[src/rtl/fft_band_pkg.sv]
// Shared band layout, scaler state encoding and bin-to-band lookup for the
// FFT band accumulator (band edges are laid out for a 1024-point FFT).
package fft_band_pkg;

    localparam int BAND_CNT  = 6;
    localparam int BAND_NONE = BAND_CNT;

    // Band k covers bins BAND_EDGE[k] .. BAND_EDGE[k+1]-1; DC and the upper half are excluded.
    localparam int BAND_EDGE [0:BAND_CNT]    = '{1, 4, 16, 48, 128, 256, 512};
    localparam int BAND_SHIFT [0:BAND_CNT-1] = '{6, 8, 9, 10, 11, 12};

    typedef enum logic [1:0] {
        SC_IDLE = 2'd0,
        SC_RUN  = 2'd1,
        SC_PUB  = 2'd2
    } sc_state_t;

    function automatic int band_of(input int idx);
        int b;
        b = BAND_NONE;
        for (int k = 0; k < BAND_CNT; k++) begin
            if (idx >= BAND_EDGE[k] && idx < BAND_EDGE[k+1]) begin
                b = k;
            end
        end
        return b;
    endfunction

endpackage

[src/rtl/fft_band_accumulator_band_scale_sat.sv]
// Combinational right-shift of a band sum followed by saturation to the
// band output width; shared across all bands by the scaler.
module band_scale_sat #(
    parameter int ACC_W  = 24,
    parameter int BAND_W = 10
) (
    input  logic [ACC_W-1:0]  value,
    input  logic [4:0]        shift,
    output logic [BAND_W-1:0] scaled
);

    logic [ACC_W-1:0] shifted;

    assign shifted = value >> shift;
    assign scaled  = (|shifted[ACC_W-1:BAND_W]) ? {BAND_W{1'b1}} : shifted[BAND_W-1:0];

endmodule

[src/rtl/fft_band_accumulator.sv]
// Sums FFT magnitude bins into log-spaced bands per frame, then scales,
// saturates and publishes all bands together with a one-cycle done pulse.
module fft_band_accumulator
    import fft_band_pkg::*;
#(
    parameter int FFT_LEN   = 1024,
    parameter int MAG_W     = 16,
    parameter int NUM_BANDS = 6,
    parameter int BAND_W    = 10,
    parameter int ACC_W     = 24
) (
    input  logic                        clock,
    input  logic                        reset,
    input  logic                        enable,
    input  logic                        mag_tvalid,
    input  logic                        mag_tlast,
    input  logic [MAG_W-1:0]            mag_tdata,
    output logic [NUM_BANDS*BAND_W-1:0] bin_add,
    output logic                        done,
    output logic                        frame_err,
    output logic [7:0]                  bin_count
);

    localparam int IDX_W = $clog2(FFT_LEN);
    localparam int SEL_W = $clog2(NUM_BANDS);

    logic [IDX_W-1:0]  idx;
    logic [ACC_W-1:0]  acc    [NUM_BANDS];
    logic [ACC_W-1:0]  shadow [NUM_BANDS];
    logic [ACC_W-1:0]  addend [NUM_BANDS];
    logic [BAND_W-1:0] stage  [NUM_BANDS];
    logic [BAND_W-1:0] scaled;
    logic              beat;
    logic              last_bin;
    logic              good_end;
    logic              bad_end;
    logic              last_sel;
    int                bin_band;
    sc_state_t         state, state_n;
    logic [SEL_W-1:0]  sel, sel_n;

    assign beat     = mag_tvalid & enable;
    assign last_bin = (idx == IDX_W'(FFT_LEN - 1));
    assign good_end = beat & last_bin & mag_tlast;
    // Covers both an early tlast and a missing tlast on the final bin.
    assign bad_end  = beat & (last_bin != mag_tlast);
    assign last_sel = (sel == SEL_W'(NUM_BANDS - 1));

    always_comb begin
        bin_band = band_of(int'(idx));
        for (int k = 0; k < NUM_BANDS; k++) begin
            addend[k] = (bin_band == k) ? ACC_W'(mag_tdata) : '0;
        end
    end

    always_ff @(posedge clock or negedge reset) begin
        if (!reset) begin
            idx       <= '0;
            frame_err <= 1'b0;
            for (int k = 0; k < NUM_BANDS; k++) begin
                acc[k]    <= '0;
                shadow[k] <= '0;
            end
        end else begin
            frame_err <= bad_end;
            if (!enable || good_end || bad_end) begin
                idx <= '0;
                for (int k = 0; k < NUM_BANDS; k++) begin
                    acc[k] <= '0;
                end
            end else if (beat) begin
                idx <= idx + IDX_W'(1);
                for (int k = 0; k < NUM_BANDS; k++) begin
                    acc[k] <= acc[k] + addend[k];
                end
            end
            // The closing beat is folded into the snapshot so nothing is lost.
            if (good_end) begin
                for (int k = 0; k < NUM_BANDS; k++) begin
                    shadow[k] <= acc[k] + addend[k];
                end
            end
        end
    end

    always_ff @(posedge clock or negedge reset) begin
        if (!reset) begin
            state <= SC_IDLE;
            sel   <= '0;
        end else begin
            state <= state_n;
            sel   <= sel_n;
        end
    end

    always_comb begin
        state_n = state;
        sel_n   = sel;
        case (state)
            SC_IDLE: begin
                if (good_end) begin
                    state_n = SC_RUN;
                    sel_n   = '0;
                end
            end
            SC_RUN: begin
                if (last_sel) begin
                    state_n = SC_PUB;
                end else begin
                    sel_n = sel + SEL_W'(1);
                end
            end
            SC_PUB:  state_n = SC_IDLE;
            default: state_n = SC_IDLE;
        endcase
    end

    band_scale_sat #(
        .ACC_W  (ACC_W),
        .BAND_W (BAND_W)
    ) u_scale (
        .value  (shadow[sel]),
        .shift  (5'(BAND_SHIFT[sel])),
        .scaled (scaled)
    );

    // The last band's result bypasses stage so bin_add and done land in the publish cycle.
    always_ff @(posedge clock or negedge reset) begin
        if (!reset) begin
            bin_add   <= '0;
            done      <= 1'b0;
            bin_count <= '0;
            for (int k = 0; k < NUM_BANDS; k++) begin
                stage[k] <= '0;
            end
        end else begin
            done <= 1'b0;
            if (state == SC_RUN) begin
                stage[sel] <= scaled;
                if (last_sel) begin
                    for (int k = 0; k < NUM_BANDS; k++) begin
                        bin_add[k*BAND_W +: BAND_W] <= (SEL_W'(k) == sel) ? scaled : stage[k];
                    end
                    done      <= 1'b1;
                    bin_count <= bin_count + 8'd1;
                end
            end
        end
    end

endmodule
[config.mk]
export PLATFORM = sky130hd
export DESIGN_NAME = fft_band_accumulator
export DESIGN_NICKNAME = d
export VERILOG_FILES = /design/src/rtl/fft_band_pkg.sv /design/src/rtl/fft_band_accumulator_band_scale_sat.sv /design/src/rtl/fft_band_accumulator.sv
export SDC_FILE = /design/constraint.sdc
export NUM_CORES = 1
export LEC_CHECK = 0
export ABC_AREA = 1
export CORE_MARGIN = 2
export CORE_UTILIZATION = 40
export CTS_BUF_LIST = sky130_fd_sc_hd__clkbuf_8
export CTS_CLUSTER_SIZE = 25
export DETAILED_ROUTE_END_ITERATION = 10
export PLACE_DENSITY = 0.66
export RECOVER_POWER = 25
export SLEW_MARGIN = 20
export SYNTH_ARGS = -nofsm -noshare
export SYNTH_HDL_FRONTEND = slang
export SYNTH_SLANG_ARGS = --single-unit
[constraint.sdc]
create_clock -name clock -period 3.3 [get_ports clock]
set_clock_uncertainty 0.15 [all_clocks]
set_input_delay 0.99 -clock clock [delete_from_list [all_inputs] [get_ports clock]]
set_output_delay 0.99 -clock clock [all_outputs]
set_load 0.01 [all_outputs]
==> flow_metrics.tcl <==
set metrics [dict create \
    p_sw_frac 0.263 \
    clk_pin_slew_ns 0.07 \
    drv_slew 25 \
    power.switching_uw 3170 \
    worstPathRequired_ns 3.70 \
    syn_nets 3335 \
    ys.flop_type "dfrtp_1" \
    port_buffers 90 \
    synth_top_family_by_area "simple AND/OR/NAND/NOR gates" \
    synthXorXnorAreaFrac 0.0352 \
    irDropWorstVdd_v 0.000265 \
    hp-class "flop to flop" \
    clk_latency_ns 0.69 \
    firstDrtPassIters 5 \
    start_kind "input port" \
    clockBufferDepth 3 \
    seq_area_frac_synth 0.430 \
    finalCoreUtilization 0.526 \
    die_h_um 252 \
    worstSetupPathType "input port to flop" \
    synth_cells 3201 \
    die_x_um 252 \
    relSlewSlack -0.158 \
    clock_sinks 423 \
    leakage_uw 0.0152 \
    maxCapViolations 1 \
    intPower_uw 8890 \
    gr-total-overflow 0 \
    rsz0062_at_grt "yes" \
    drc 0 \
    cts_made_buffers 76 \
    clock.fmax_mhz 306 \
    fillCellCount 5682 \
    gp_congestion 0.929 \
    power_frac_clock 0.454 \
    rows 90 \
    met2_usage 0.401 \
    synth_mux_area_frac 0.00122 \
    worstPathArrival_ns 3.67 \
    setup_viol 0 \
    initial_core_util 0.406 \
    status "finished with violations" \
    cp-end-kind "flop" \
    final.period_utilization 0.990 \
    hold_start "bin_count[7]" \
    synth_seq_cells 423 \
    busiest_layer "met2" \
    htree_levels 3 \
    violations "max-capacitance violations, max-slew violations" \
    p_total_uw 12100 \
    worst_pin_slew_ns 1.74 \
    grt_max_degree 112 \
    power.density_nw_per_um2 379 \
    timing.hold.ws_ns 0.321 \
    grt.met1_usage 0.317 \
    grt_pass1_vias 22900 \
    ioPinCount 91 \
    syn_to_final_growth_pct 29.4 \
    vias_per_cell 5.28 \
    finalWirelength_um 77900 \
    async_flop_share 1.00 \
    cts_tree "built" \
    final.min_clock_period_ns 3.27 \
    synthAdderAreaFrac 0.0593 \
    syn-mean-instance-area_sq_um 7.69 \
    yosys_warnings 0 \
    synth.cell_area_sq_um 24600 \
    antenna_cells 0 \
    cts_root_buf "clkbuf_8" \
    synth_cell_types 53 \
    pre_cts_ws_ns -0.927 \
    grt_use_total 0.242 \
    die-area_sq_um 63500 \
    hold_viol_final 0 \
    r2r-start "idx[0]" \
    dp_hpwl_um 54600 \
    synth_edf_count 0 \
    post_drt_wl_per_cell_um 17.4 \
    synth-simple-area-share 0.268 \
    drt_iter0_markers 1878 \
    power_frac_comb 0.112 \
    nNetsFinal 3775 \
    vias 23700 \
    cp_max_fo 4 \
    ant_nets 0 \
    pwr-share-seq 0.434 \
    r2r_slack_ns 0.05 \
    coreArea_sq_um 60600 \
    grt_pass1_wl_um 122000 \
    final_layout_size_suffix_gt1_frac 0.204 \
    synth_compound_area_frac 0.134 \
    antenna_found_initial 2 \
    grt_util_met3 0.0386 \
    crit_start "mag_tdata[2]" \
    setup_slack_ns 0.0314 \
]
stage by stage:
stage	std cells	area [sq um]	TNS, ns
2_1_floorplan	3201	24600	0
3_3_place_gp	4314	29100	-113.12
3_5_place_dp	4314	29100	-119.56
4_1_cts	4459	30900	-0.0697
5_1_grt	4487	31900	-1.49
6_report	4487	31900	0
routing by layer:
layer	routed length (um)	share of wire
met1	33700	0.43
met2	36800	0.47
met3	4620	0.059
met4	2760	0.035
met5	0	0
sequential cells by signal, indices dropped and copies added (netlist names), 2 cells and up:
register and count:
sel 3, acc 144, idx 10, bin_count 8, state 2, stage 50
bin_add 60, shadow 144
kinds of logic (layout without fill, tap and decap cells):
family          count (synthesis)  after routing
fa+ha+maj                     113            113
buf+inv                       432            936
compound gates                610            610
simple gates                 1521           1521
xor+xnor                       99             99
flops                         423            423
mux                             3              3
cells in the mapped netlist (2+ instances only):
| master | n | area share |
|---|---|---|
| o2111ai_1 | 3 | 0.0011 |
| nand3_1 | 259 | 0.053 |
| a32o_1 | 8 | 0.0033 |
| o21ai_1 | 27 | 0.0055 |
| ha_1 | 107 | 0.054 |
| o21a_1 | 6 | 0.0018 |
| clkinv_1 | 2 | 0.00031 |
| a21o_1 | 10 | 0.0031 |
| nor3b_1 | 5 | 0.0015 |
| and2_1 | 3 | 0.00076 |
| o21ai_2 | 2 | 0.00071 |
| inv_2 | 5 | 0.00076 |
| nand2_2 | 2 | 0.00051 |
| mux2i_1 | 3 | 0.0012 |
| nand3b_1 | 6 | 0.0018 |
| or2_2 | 37 | 0.0094 |
| o21bai_1 | 4 | 0.0012 |
| a21oi_1 | 141 | 0.029 |
| clkbuf_1 | 81 | 0.012 |
| nand3_4 | 10 | 0.0071 |
| nor4_1 | 10 | 0.0025 |
| inv_1 | 293 | 0.045 |
| buf_2 | 26 | 0.0053 |
| fa_1 | 6 | 0.0049 |
| nor3_1 | 27 | 0.0055 |
| o21ai_0 | 353 | 0.072 |
| nor2_1 | 260 | 0.040 |
| nand2_1 | 823 | 0.13 |
| dfrtp_1 | 423 | 0.43 |
| and3_1 | 4 | 0.0010 |
| a31oi_1 | 6 | 0.0015 |
| nor2_4 | 3 | 0.0014 |
| buf_6 | 7 | 0.0032 |
| a221oi_1 | 2 | 0.00071 |
| nand4_1 | 69 | 0.018 |
| o22ai_1 | 6 | 0.0015 |
| buf_4 | 9 | 0.0027 |
| xor2_1 | 42 | 0.015 |
| buf_1 | 7 | 0.0011 |
| o211ai_1 | 30 | 0.0092 |
| xnor2_1 | 57 | 0.020 |
| a22o_1 | 6 | 0.0021 |
worst max-delay path: stages:
cell and delay, ns:
clkdlybuf4s50_1 0.50, clkinvlp_4 0.17, buf_12 0.17, nor2_1 0.10, ha_1 0.29, a21oi_1 0.16, nand2_1 0.11, buf_4 0.18
a21oi_2 0.22, inv_1 0.07, a21oi_1 0.13, inv_1 0.06, or2_2 0.29, a32o_1 0.22
cells in the final DEF (no fill, tap or decap), types with 88 or more instances in the layout:
master | synthesis | layout
o21ai_0 | 353 | 313
nand3_1 | 259 | 248
buf_4 | 9 | 355
inv_1 | 293 | 297
dfrtp_1 | 423 | 422
clkbuf_8 | 0 | 95
clkdlybuf4s50_1 | 0 | 88
a21oi_1 | 141 | 103
nor2_1 | 260 | 241
ha_1 | 107 | 99
nand2_1 | 823 | 800
power groups by stage:
stage / Combinational (uW) / Sequential, uW / Clock (uW)
floorplan: 470 / 5330 / 0
global route: 1460 / 5240 / 5810
detailed placement: 1080 / 5330 / 0
CTS: 1110 / 5240 / 5580
finish: 1350 / 5240 / 5480
global placement: 1060 / 5330 / 0
worst paths after layout:
path                                 to  depth (start not counted)
max reg2reg                 shadow[143]                         19
min in group asynchronous      acc[114]                          2
max                             acc[11]                         14
min                        bin_count[7]                          1
min reg2reg                bin_count[7]                          1
max in group asynchronous      acc[128]                          3
cell type report:
type | instances | area [sq um] | area share
tap | 782 | 978 | 0.0307
clock inverter | 47 | 373 | 0.0117
timing repair buffer | 493 | 4400 | 0.138
multi-input combinational | 2346 | 13100 | 0.410
clock buffer | 95 | 1310 | 0.0411
inverter | 301 | 1150 | 0.0361
sequential | 423 | 10600 | 0.332
what timing repair did:
item	CTS	global route
hold buffers	1	0
pin swaps	2	61
hold endpoints to repair	4	0
setup endpoints to repair	81	225
resized for setup	25	213
setup buffers	2	25
cloned	0	3
Power figures use the tool's default switching activity.
